<file path="src/rtl/xor_addsub_seq.sv">
`default_nettype none
// ============================================================================
//  Module      : xor_addsub_seq
//  Description : Multi-cycle conditional-invert / add / subtract unit.
//                Operands are pre-conditioned on accept (XOR invert and carry
//                seed chosen by op). One CHUNK-bit adder slice then
//                processes the operands LSB chunk first. The carry is held in
//                a register between cycles. Valid/ready handshake on the
//                input and output sides.
//  Ports       : clk, reset (sync, active-high)
//                in_valid / in_ready, op[1:0], a, b         - request side
//                out_valid / out_ready, result, carry_out,
//                overflow, zero                              - response side
//                op: 00 ADD a+b, 01 SUB a-b, 10 INV ~a, 11 NEG -a
//  Revision    : 1.0 - initial release
// ============================================================================
module xor_addsub_seq #(
    parameter int WIDTH = 32,
    parameter int CHUNK = 8
) (
    input  logic             clk,
    input  logic             reset,
    input  logic             in_valid,
    output logic             in_ready,
    input  logic [1:0]       op,
    input  logic [WIDTH-1:0] a,
    input  logic [WIDTH-1:0] b,
    output logic             out_valid,
    input  logic             out_ready,
    output logic [WIDTH-1:0] result,
    output logic             carry_out,
    output logic             overflow,
    output logic             zero
);

    localparam int c_NCHUNK = WIDTH / CHUNK;
    localparam int c_IDXW   = (c_NCHUNK > 1) ? $clog2(c_NCHUNK) : 1;
    localparam logic [c_IDXW-1:0] c_IDX_LAST = c_IDXW'(c_NCHUNK - 1);
    localparam logic [c_IDXW-1:0] c_IDX_ONE  = c_IDXW'(1);

    localparam logic [1:0] c_OP_ADD = 2'b00;
    localparam logic [1:0] c_OP_SUB = 2'b01;
    localparam logic [1:0] c_OP_INV = 2'b10;
    localparam logic [1:0] c_OP_NEG = 2'b11;

    localparam logic [1:0] c_ST_IDLE = 2'd0;
    localparam logic [1:0] c_ST_RUN  = 2'd1;
    localparam logic [1:0] c_ST_DONE = 2'd2;

    logic [1:0]        r_state;
    logic [WIDTH-1:0]  r_x;
    logic [WIDTH-1:0]  r_y;
    logic              r_carry;
    logic [c_IDXW-1:0] r_idx;
    logic              r_is_inv;
    logic [WIDTH-1:0]  r_result;
    logic              r_carry_out;
    logic              r_overflow;
    logic              r_zero;

    logic [CHUNK-1:0]  w_xc;
    logic [CHUNK-1:0]  w_yc;
    logic [CHUNK:0]    w_sum_full;
    logic [CHUNK-1:0]  w_sum;
    logic              w_cout;
    logic              w_cmsb_in;
    logic [WIDTH-1:0]  w_next_result;
    logic              w_last;

    // Handshake flags come straight from the state register.
    assign in_ready  = (r_state == c_ST_IDLE);
    assign out_valid = (r_state == c_ST_DONE);

    assign result    = r_result;
    assign carry_out = r_carry_out;
    assign overflow  = r_overflow;
    assign zero      = r_zero;

    assign w_last = (r_idx == c_IDX_LAST);

    always_comb begin
        w_xc       = r_x[r_idx*CHUNK +: CHUNK];
        w_yc       = r_y[r_idx*CHUNK +: CHUNK];
        w_sum_full = {1'b0, w_xc} + {1'b0, w_yc} + {{CHUNK{1'b0}}, r_carry};
        w_sum      = w_sum_full[CHUNK-1:0];
        w_cout     = w_sum_full[CHUNK];
        // Carry into the MSB recovered from the MSB full-adder equation
        // s = x ^ y ^ cin; only meaningful on the last chunk.
        w_cmsb_in  = w_sum[CHUNK-1] ^ w_xc[CHUNK-1] ^ w_yc[CHUNK-1];
        w_next_result = r_result;
        w_next_result[r_idx*CHUNK +: CHUNK] = w_sum;
    end

    always_ff @(posedge clk) begin
        if (reset) begin
            r_state     <= c_ST_IDLE;
            r_x         <= '0;
            r_y         <= '0;
            r_carry     <= 1'b0;
            r_idx       <= '0;
            r_is_inv    <= 1'b0;
            r_result    <= '0;
            r_carry_out <= 1'b0;
            r_overflow  <= 1'b0;
            r_zero      <= 1'b0;
        end else begin
            case (r_state)
                c_ST_IDLE: begin
                    if (in_valid) begin
                        // op[1] selects the inverted-A forms (INV/NEG).
                        r_x      <= op[1] ? ~a : a;
                        r_y      <= (op == c_OP_ADD) ? b :
                                    (op == c_OP_SUB) ? ~b : '0;
                        r_carry  <= (op == c_OP_SUB) || (op == c_OP_NEG);
                        r_is_inv <= (op == c_OP_INV);
                        r_idx    <= '0;
                        r_state  <= c_ST_RUN;
                    end
                end
                c_ST_RUN: begin
                    r_result <= w_next_result;
                    r_carry  <= w_cout;
                    r_idx    <= r_idx + c_IDX_ONE;
                    if (w_last) begin
                        r_carry_out <= w_cout;
                        r_overflow  <= r_is_inv ? 1'b0 : (w_cmsb_in ^ w_cout);
                        r_zero      <= (w_next_result == '0);
                        r_state     <= c_ST_DONE;
                    end
                end
                c_ST_DONE: begin
                    if (out_ready) begin
                        r_state <= c_ST_IDLE;
                    end
                end
                default: begin
                    r_state <= c_ST_IDLE;
                end
            endcase
        end
    end

endmodule
`default_nettype wire
</file>
<file path="config.mk">
export PLATFORM = sky130hd
export DESIGN_NAME = xor_addsub_seq
export DESIGN_NICKNAME = d
export VERILOG_FILES = /design/src/rtl/xor_addsub_seq.sv
export SDC_FILE = /design/constraint.sdc
export NUM_CORES = 1
export LEC_CHECK = 0
export ABC_AREA = 1
export BUFFER_PORTS_ARGS = -buffer_cell sky130_fd_sc_hd__buf_2
export CAP_MARGIN = 20
export CELL_PAD_IN_SITES_DETAIL_PLACEMENT = 0
export CELL_PAD_IN_SITES_GLOBAL_PLACEMENT = 1
export CORE_ASPECT_RATIO = 0.6
export CORE_MARGIN = 4
export CORE_UTILIZATION = 43
export CTS_BUF_LIST = sky130_fd_sc_hd__clkbuf_16
export DETAILED_ROUTE_END_ITERATION = 10
export GPL_TIMING_DRIVEN = 0
export MAX_ROUTING_LAYER = met4
export PLACE_DENSITY_LB_ADDON = 0.1
export SLEW_MARGIN = 20
export SYNTH_ARGS = -nofsm -noshare
export SYNTH_HDL_FRONTEND = slang
export SYNTH_SLANG_ARGS = --single-unit
</file>
<file path="constraint.sdc">
create_clock -name clk -period 7.2 [get_ports clk]
set_input_delay 1.44 -clock clk [delete_from_list [all_inputs] [get_ports clk]]
set_output_delay 1.44 -clock clk [all_outputs]
set_load 0.01 [all_outputs]
</file>
==> summary.txt, run 1 <==
most used cell, CP: nor2_1
endpoints failing setup: 0
metal3 WL: 1940 um
CP Launch Type: flip-flop
Final Hold Viols: 0
unrepaired setup endpoints after global routing: no
Avg WL per Cell: 16.8 um
PD cells: 226 nW/um^2
Worst Setup End Kind: flip-flop
R2R depth: 21
Slew @ Worst Pin: 743 ps
First DRT Iteration DRCs: 545
Syn Area/Cell: 7.07 sq um
vias in the first global route: 5386
Port Buf Inserts: 105
maximum buffer depth of the clock tree: 2
Peak supply drop: 0.000114 V
drt first pass iters: 5
CP peak stage delay: 550 ps
largest net degree at the start of global routing: 19
Total GRT Usage: 25.0%
Vias: 6036
Synth Instances: 856
Layout Area Growth over Synthesis: 17.2%
syn nets: 941
CP max stage cell: fa_1
WP buf/inv: 6
Worst Skew: 15.5 ps
power consumption: 0.00161 W
DP Cell Count: 1153
initial antenna violation count: 0
DR DRC count: 0
Period Utilization, post-route: 61.8%
Critical R2R Capture: zero
Die H: 99.9 um
Routed met1 length: 10800 um
Critical Setup Path Class: flip-flop to flip-flop
PostCTS Resize Cnt: 0
Worst-Skew Late Latency: 360 ps
Synth Register Bits: 105
first-pass GRT wire length: 30400 um
Yosys warnings: 0
synthesized cell area: 6050 sq um
Setup TNS: 0 ps
Max-Cap Viols: 0
outcome: completed
Post-CTS Hold Fix Bufs: 0
Post-CTS Setup Inserts: 0
clk slew on worst S/H paths: 70 ps
DIE AREA: 16100 sq um
gpl congestion: 0.906
Max Clk Rate: 225 MHz
n_diodes: 0
CTS tree: built
distinct cell type count after synthesis: 39
total number of cells along the worst setup path: 21
Period minus WS final: 4450 ps
Max FO, Critical Path: 10
Lkg Pwr: 3.50 nW
FF-to-FF setup slack: 2750 ps
WL final: 19600 um
hold_sp: r_x[7]
remaining antenna violation count: 0
Yosys top cell by area: dfxtp_1
DR WL met2: 6740 um
Starting Density: 44.1%
Core ar.: 13700 sq um
Congestion Overflow GR: 0
top sig layer: met4
top cell type's share of synthesized area: 34.7%
clock sink total: 105
layout cell share with drive strength beyond 1: 16.2%
vias per inst: 5.16
Die X: 161 um
Clock Tree Root: clkbuf_16
CP Cell Sequence: buf_6, buf_6, buf_2, buf_1, nor2_1, o22ai_1, fa_1, inv_1, fa_1, inv_1, nand3_1, o21ai_1, nor2_1, nand3_1, nor2_1, nand2_1, nor2_1, nand3_1, nor2_1, nand2_1, a21oi_2
Post-Layout Cell Count: 1169
worst hold path class: flip-flop to flip-flop
Num CTS Buffers: 9
pins over their slew limit: 0
crit path launch: r_idx[0]
Req. time, crit path: 7480 ps
Core Rows: 33
detailed placement HPWL: 15400 um
R2R Path Start: r_idx[0]
WP data arrival: 4730 ps
io pins: 107
Nets: 1057
critical path's top delay family: simple AND/OR/NAND/NOR gates
Slew HR: 50.5%
htree depth: 3
Setup crit end: zero
Area contributors post-synth: dfxtp_1, inv_1, nor2_1
Seq/Total Area, Yosys: 34.7%
[power by group]
part           switching (W)  internal (W)  leakage (nW)
clock network       0.000235      0.000238         0.138
registers          0.0000353      0.000630         0.867
logic               0.000300      0.000167          2.50
[synthesized netlist by cell type (all sizes together)]
cell type	n
o22ai	17
o21a	1
a211oi	31
nor3	31
nor2	122
clkinv	2
xnor2	31
buf	25
inv	128
ha	13
xor2	4
dfxtp	105
nand2	112
clkbuf	30
o211ai	41
fa	2
nand3	25
o21ai	62
or2	1
a32oi	2
a21oi	26
a211o	31
a31oi	2
o21bai	1
nand4	11
[layout by cell type (no fill, tap or decap), types with 3 or more instances in the layout]
cell type and count:
xor2_1 4, inv_1 124, xnor2_1 30, nand3_1 23, buf_2 120, o211ai_1 41
buf_1 7, nand2_1 106, nand2_2 6, nor2_1 120, inv_6 3, o22ai_1 17
o21ai_0 59, clkbuf_1 30, clkbuf_16 9, a211oi_1 31, a211o_1 31, nor3_1 31
a21oi_1 24, nand4_1 10, inv_2 4, ha_1 13, dfxtp_1 105
[worst reg2reg max path, delay by kind of cell, from the launching register on]
kind / cells / cell delay, ps
AND/OR/NAND/NOR: 10 / 1280
AO/OA/AOI/OAI: 3 / 630
flip-flops: 1 / 430
buffers and inverters: 6 / 1180
adder cells (fa/ha/maj): 2 / 870
[routing by layer]
layer | track usage (%) | vias to the layer above
met3 | 7.43 | 11
met5 | - | -
met1 | 40.6 | 2707
li1 | - | 3075
met4 | 3.87 | 0
met2 | 29.7 | 243
[metrics by stage]
step,area (sq um),util [%],hold slack [ps],setup slack (ps)
2_1_floorplan,6050,-,425,4180
3_5_place_dp,6820,49.7,446,2930
4_1_cts,7090,51.8,461,2910
5_1_grt,7090,51.8,500,2400
6_report,7090,51.8,465,2750
3_3_place_gp,6820,49.7,448,2890
[final cells by class]
type / count / area [sq um]
clock buffers: 9 / 225
inverters: 130 / 490
plain buffers: 55 / 244
fillers: 1441 / 6610
well taps: 192 / 240
clock inverters: 7 / 51.3
repair buffers: 105 / 526
multi-input cells: 566 / 3220
flip-flops and latches: 105 / 2100
[flip-flops by register name, indices dropped and copies added (netlist names), 2 cells and up]
| signal | cells |
|---|---|
| r_x | 32 |
| r_idx | 2 |
| result | 32 |
| r_state | 2 |
| r_y | 32 |
[worst min path at each step]
| stage | end | slack, ps | depth (start not counted) |
|---|---|---|---|
| global route | r_is_inv | 500 | 2 |
| finish | r_x[7] | 470 | 2 |
| floorplan | r_x[7] | 430 | 2 |
| CTS | r_x[7] | 460 | 2 |
| global placement | r_x[7] | 450 | 2 |
| detailed placement | r_x[7] | 450 | 2 |
[kinds of logic after synthesis]
family          share of synthesized area (%)
simple gates                             21.2
compound gates                           23.4
buf+inv                                  12.1
flops                                    34.7
xor+xnor                                 5.19
fa+ha+maj                                3.35
No activity file was read; power rests on OpenSTA's default activity.
==> inputs of run 2 (changes only) <==
--- a/config.mk
+++ b/config.mk
@@ -12,7 +12,7 @@
 export CELL_PAD_IN_SITES_GLOBAL_PLACEMENT = 1
 export CORE_ASPECT_RATIO = 0.6
 export CORE_MARGIN = 4
-export CORE_UTILIZATION = 43
+export CORE_UTILIZATION = 40
 export CTS_BUF_LIST = sky130_fd_sc_hd__clkbuf_16
 export DETAILED_ROUTE_END_ITERATION = 10
 export GPL_TIMING_DRIVEN = 0
==> constraint.sdc (replaced) <==
create_clock -name clk -period 4.67 [get_ports clk]
set_input_delay 0.934 -clock clk [delete_from_list [all_inputs] [get_ports clk]]
set_output_delay 0.934 -clock clk [all_outputs]
set_load 0.01 [all_outputs]
==> summary.txt, run 2 (synthesized netlist as in run 1, its figures left out) <==
clock sink total: 105
CP Cell Sequence: buf_6, buf_6, buf_2, o21ai_0, o22ai_1, fa_1, inv_1, fa_1, inv_1, nand3_1, o21ai_1, nor2_1, nand3_1, nor2_1, nand2_1, nor2_1, nand3_1, nor2_1, nand2_1, a21oi_2
WP buf/inv: 5
Final Hold Viols: 0
DP Cell Count: 1159
pins over their slew limit: 0
leading cell types in the layout, fill and taps excluded: inv_1, nor2_1, buf_2
Worst Setup End Kind: flip-flop
Vias: 5992
outcome: completed
Lkg Pwr: 3.51 nW
CTS tree: built
WP data arrival: 4540 ps
Layout Area Growth over Synthesis: 17.9%
endpoints failing setup: 0
clk slew on worst S/H paths: 80 ps
Req. time, crit path: 4960 ps
Port Buf Inserts: 105
Slew HR: 55.1%
R2R depth: 20
Period Utilization, post-route: 91.0%
Worst Skew: 8.56 ps
Total GRT Usage: 23.8%
Hold EP: r_x[7]
unrepaired setup endpoints after global routing: no
Starting Density: 41.4%
CP peak stage delay: 540 ps
hold path depth: 2
Period minus WS final: 4250 ps
most common cell after layout, fill and taps aside: inv_1
FF-to-FF setup slack: 420 ps
Nets: 1056
Congestion Overflow GR: 0
Max FO, Critical Path: 19
Post-Layout Cell Count: 1174
Slew @ Worst Pin: 673 ps
Max Clk Rate: 235 MHz
worst hold path class: flip-flop to flip-flop
io pins: 107
layout cell share with drive strength beyond 1: 16.3%
htree depth: 3
first-pass GRT wire length: 31000 um
Placed Area: 6830 sq um
Setup TNS: 0 ps
Post-CTS Hold Fix Bufs: 0
First DRT Iteration DRCs: 540
largest net degree at the start of global routing: 20
Core Rows: 34
DIE AREA: 17200 sq um
CP max stage cell: fa_1
Die H: 103 um
Num CTS Buffers: 9
remaining antenna violation count: 0
vias in the first global route: 5550
PD cells: 356 nW/um^2
maximum buffer depth of the clock tree: 2
initial antenna violation count: 0
CP Launch Type: flip-flop
Die X: 167 um
drt first pass iters: 5
critical path's top delay family: simple AND/OR/NAND/NOR gates
Peak supply drop: 0.000186 V
WL final: 19800 um
vias per inst: 5.10
DR DRC count: 0
Max-Cap Viols: 0
R2R Path Start: r_idx[0]
n_diodes: 0
Post-CTS Setup Inserts: 0
PostCTS Resize Cnt: 0
most used cell, CP: nor2_1
detailed placement HPWL: 15700 um
Critical R2R Capture: zero
final instance area: 7130 sq um
filler instances: 1596
Clock Tree Root: clkbuf_16
Worst-Skew Late Latency: 350 ps
Core ar.: 14600 sq um
gpl congestion: 0.983
Critical Setup Path Class: flip-flop to flip-flop
hold_sp: r_x[7]
Avg WL per Cell: 16.9 um
-- run 2: power breakdown --
group          switching (W)  total (W)  internal (W)  leakage (nW)
logic               0.000458   0.000714      0.000256          2.50
clock network       0.000372   0.000801      0.000428         0.148
registers          0.0000547    0.00103      0.000972         0.867
-- run 2: how the worst max path moves through the flow --
stage	from	end	slack, ps	cells past startpoint
finish	r_idx[0]	zero	420	20
global route	r_idx[0]	zero	90	20
CTS	r_idx[0]	zero	300	21
detailed placement	r_idx[0]	zero	340	21
floorplan	r_idx[0]	overflow	1650	20
global placement	r_idx[0]	zero	310	21
-- run 2: area by class of cell --
type | count | area, sq um | area share [%]
clock buffer | 9 | 225 | 3.16
buffer | 54 | 240 | 3.37
tap | 198 | 248 | 3.47
inverter | 130 | 490 | 6.87
clock inverter | 7 | 87.6 | 1.23
timing repair buffer | 105 | 526 | 7.37
sequential | 105 | 2100 | 29.5
multi-input combinational | 566 | 3220 | 45.1
-- run 2: per-layer routing --
| metal | GRT usage [%] | up-vias | part of all wire [%] |
|---|---|---|---|
| met5 | - | - | 0 |
| met4 | 3.52 | 0 | 0.69 |
| met3 | 8.17 | 12 | 10 |
| met2 | 28.9 | 207 | 35 |
| met1 | 37.0 | 2696 | 54 |
| li1 | - | 3077 | - |
-- run 2: tightest hold or removal path, delay by kind of cell (launching register included) --
family,cells,cell delay (ps)
compound gates,1,60
buf+inv,1,60
flops,1,300
-- run 2: per-stage QoR --
stage / utilization, % / worst slack (ps) / power [W] / hold slack [ps]
6_report: 48.8 / 419 / 0.00254 / 459
5_1_grt: 48.8 / 93.5 / 0.00269 / 494
4_1_cts: 48.8 / 301 / 0.00255 / 458
3_5_place_dp: 46.6 / 343 / 0.00175 / 448
3_3_place_gp: 46.6 / 314 / 0.00175 / 442
2_1_floorplan: - / 1650 / 0.00151 / 425
==> inputs of run 3 (changes only) <==
--- a/config.mk
+++ b/config.mk
@@ -6,7 +6,7 @@
 export NUM_CORES = 1
 export LEC_CHECK = 0
 export ABC_AREA = 1
-export BUFFER_PORTS_ARGS = -buffer_cell sky130_fd_sc_hd__buf_2
+export BUFFER_PORTS_ARGS = -buffer_cell sky130_fd_sc_hd__buf_4
 export CAP_MARGIN = 20
 export CELL_PAD_IN_SITES_DETAIL_PLACEMENT = 0
 export CELL_PAD_IN_SITES_GLOBAL_PLACEMENT = 1
==> summary.txt, run 3 (synthesized netlist as in run 1, its figures left out) <==
Vias: 6120
initial antenna violation count: 0
worst hold margin: 459 ps
R2R Path Start: r_idx[0]
Max FO, Critical Path: 19
Worst-Skew Late Latency: 360 ps
PostCTS Resize Cnt: 0
outcome: completed
n_diodes: 0
layout cell share with drive strength beyond 1: 16.3%
largest net degree at the start of global routing: 19
clock power share: 30.6%
io pins: 107
crit path launch: r_idx[0]
worst hold path class: flip-flop to flip-flop
first-pass GRT wire length: 31200 um
Layout Area Growth over Synthesis: 22.0%
Avg WL per Cell: 17.3 um
Nets: 1056
hold_sp: r_x[1]
Starting Density: 41.4%
hold path depth: 2
CP Launch Type: flip-flop
Clock Tree Root: clkbuf_16
htree depth: 3
First DRT Iteration DRCs: 630
DP Cell Count: 1159
Worst Setup End Kind: flip-flop
Final Hold Viols: 0
Max Clk Rate: 235 MHz
DIE AREA: 17200 sq um
Setup TNS: 0 ps
vias per inst: 5.21
most common cell after layout, fill and taps aside: inv_1
Req. time, crit path: 4960 ps
Port Buf Inserts: 105
Period minus WS final: 4260 ps
endpoints failing setup: 0
remaining antenna violation count: 0
Peak supply drop: 0.000173 V
Die X: 167 um
CTS tree: built
WP data arrival: 4540 ps
clk slew on worst S/H paths: 70 ps
WL final: 20300 um
vias in the first global route: 5427
Max-Cap Viols: 0
Core Rows: 34
drt first pass iters: 5
PD cells: 347 nW/um^2
R2R depth: 20
clock sink total: 105
Lkg Pwr: 3.58 nW
Period Utilization, post-route: 91.2%
maximum buffer depth of the clock tree: 2
Congestion Overflow GR: 0
Post-Layout Cell Count: 1174
Worst Skew: 11.0 ps
sw frac: 34.5%
filler instances: 1537
Num CTS Buffers: 9
Total GRT Usage: 24.0%
leading cell types in the layout, fill and taps excluded: inv_1, nor2_1, nand2_1, buf_4, dfxtp_1
logic gate share of total power: 29.3%
Slew HR: 51.2%
Critical Setup Path Class: flip-flop to flip-flop
gpl congestion: 0.937
Die H: 103 um
pins over their slew limit: 0
internal power: 0.00168 W
detailed placement HPWL: 16000 um
DR DRC count: 0
unrepaired setup endpoints after global routing: no
Core ar.: 14600 sq um
Slew @ Worst Pin: 732 ps
Seq pwr share: 40.1%
Switch Pwr: 0.000883 W
-- run 3: changes by cell type in the layout (fill, tap and decap cells not counted), sizes merged --
cell | before | now
clkinv | 3 | 4
clkinvlp | 2 | 1
-- run 3: routing by layer --
| layer | share of wire, % | wire length [um] | global-route usage, % |
|---|---|---|---|
| met1 | 54 | 11000 | 38.8 |
| met5 | 0 | 0 | - |
| met2 | 35 | 7110 | 28.5 |
| met3 | 10 | 2080 | 6.38 |
| met4 | 0.64 | 129 | 4.02 |
-- run 3: what timing repair did --
action	4_1_cts	5_1_grt
hold buffers	0	0
setup buffers	0	0
setup endpoints to repair	0	1
-- run 3: power by group through the flow --
| stage | Sequential [W] | Combinational (W) | Clock, W |
|---|---|---|---|
| final | 0.00103 | 0.000750 | 0.000784 |
| after global routing | 0.00103 | 0.000840 | 0.000831 |
| after CTS | 0.00103 | 0.000740 | 0.000801 |
| after detailed placement | 0.00105 | 0.000736 | 0 |
| after global placement | 0.00105 | 0.000738 | 0 |
| after floorplan | 0.00104 | 0.000473 | 0 |
-- run 3: worst paths after layout --
| check | to | slack (ps) |
|---|---|---|
| worst min register to register | r_x[1] | 460 |
| worst max register to register | zero | 410 |
| worst min-delay path | r_x[1] | 460 |
| worst max-delay path | zero | 410 |
-- run 3: area by class of cell --
| class | count | area (sq um) | share of cell area, % |
|---|---|---|---|
| Buffer | 54 | 240 | 3.25 |
| Clock buffer | 9 | 225 | 3.05 |
| Clock inverter | 7 | 76.3 | 1.03 |
| Inverter | 130 | 490 | 6.64 |
| Multi-Input combinational cell | 566 | 3220 | 43.5 |
| Sequential cell | 105 | 2100 | 28.5 |
| Tap cell | 198 | 248 | 3.35 |
| Timing Repair Buffer | 105 | 788 | 10.7 |
-- run 3: through the flow --
step	total power, W	setup WS (ps)	utilization, %	area [sq um]
final	0.00256	411	50.5	7390
after global routing	0.00271	208	50.5	7390
after CTS	0.00257	368	50.5	7390
after detailed placement	0.00178	381	48.4	7090
after global placement	0.00179	348	48.4	7090
after floorplan	0.00151	1650	-	6050
-- run 3: critical path, cell delays in order, from the launching register on --
cell     delay (ps)
dfxtp_1         430
buf_6           190
buf_6           160
buf_2           340
o21ai_0         120
o22ai_1         310
fa_1            310
inv_1            70
fa_1            560
inv_1            80
nand3_1         140
o21ai_1         170
nor2_1          130
nand3_1         100
nor2_1          200
nand2_1          90
nor2_1           90
nand3_1          70
nor2_1          320
nand2_1         160
a21oi_2         130
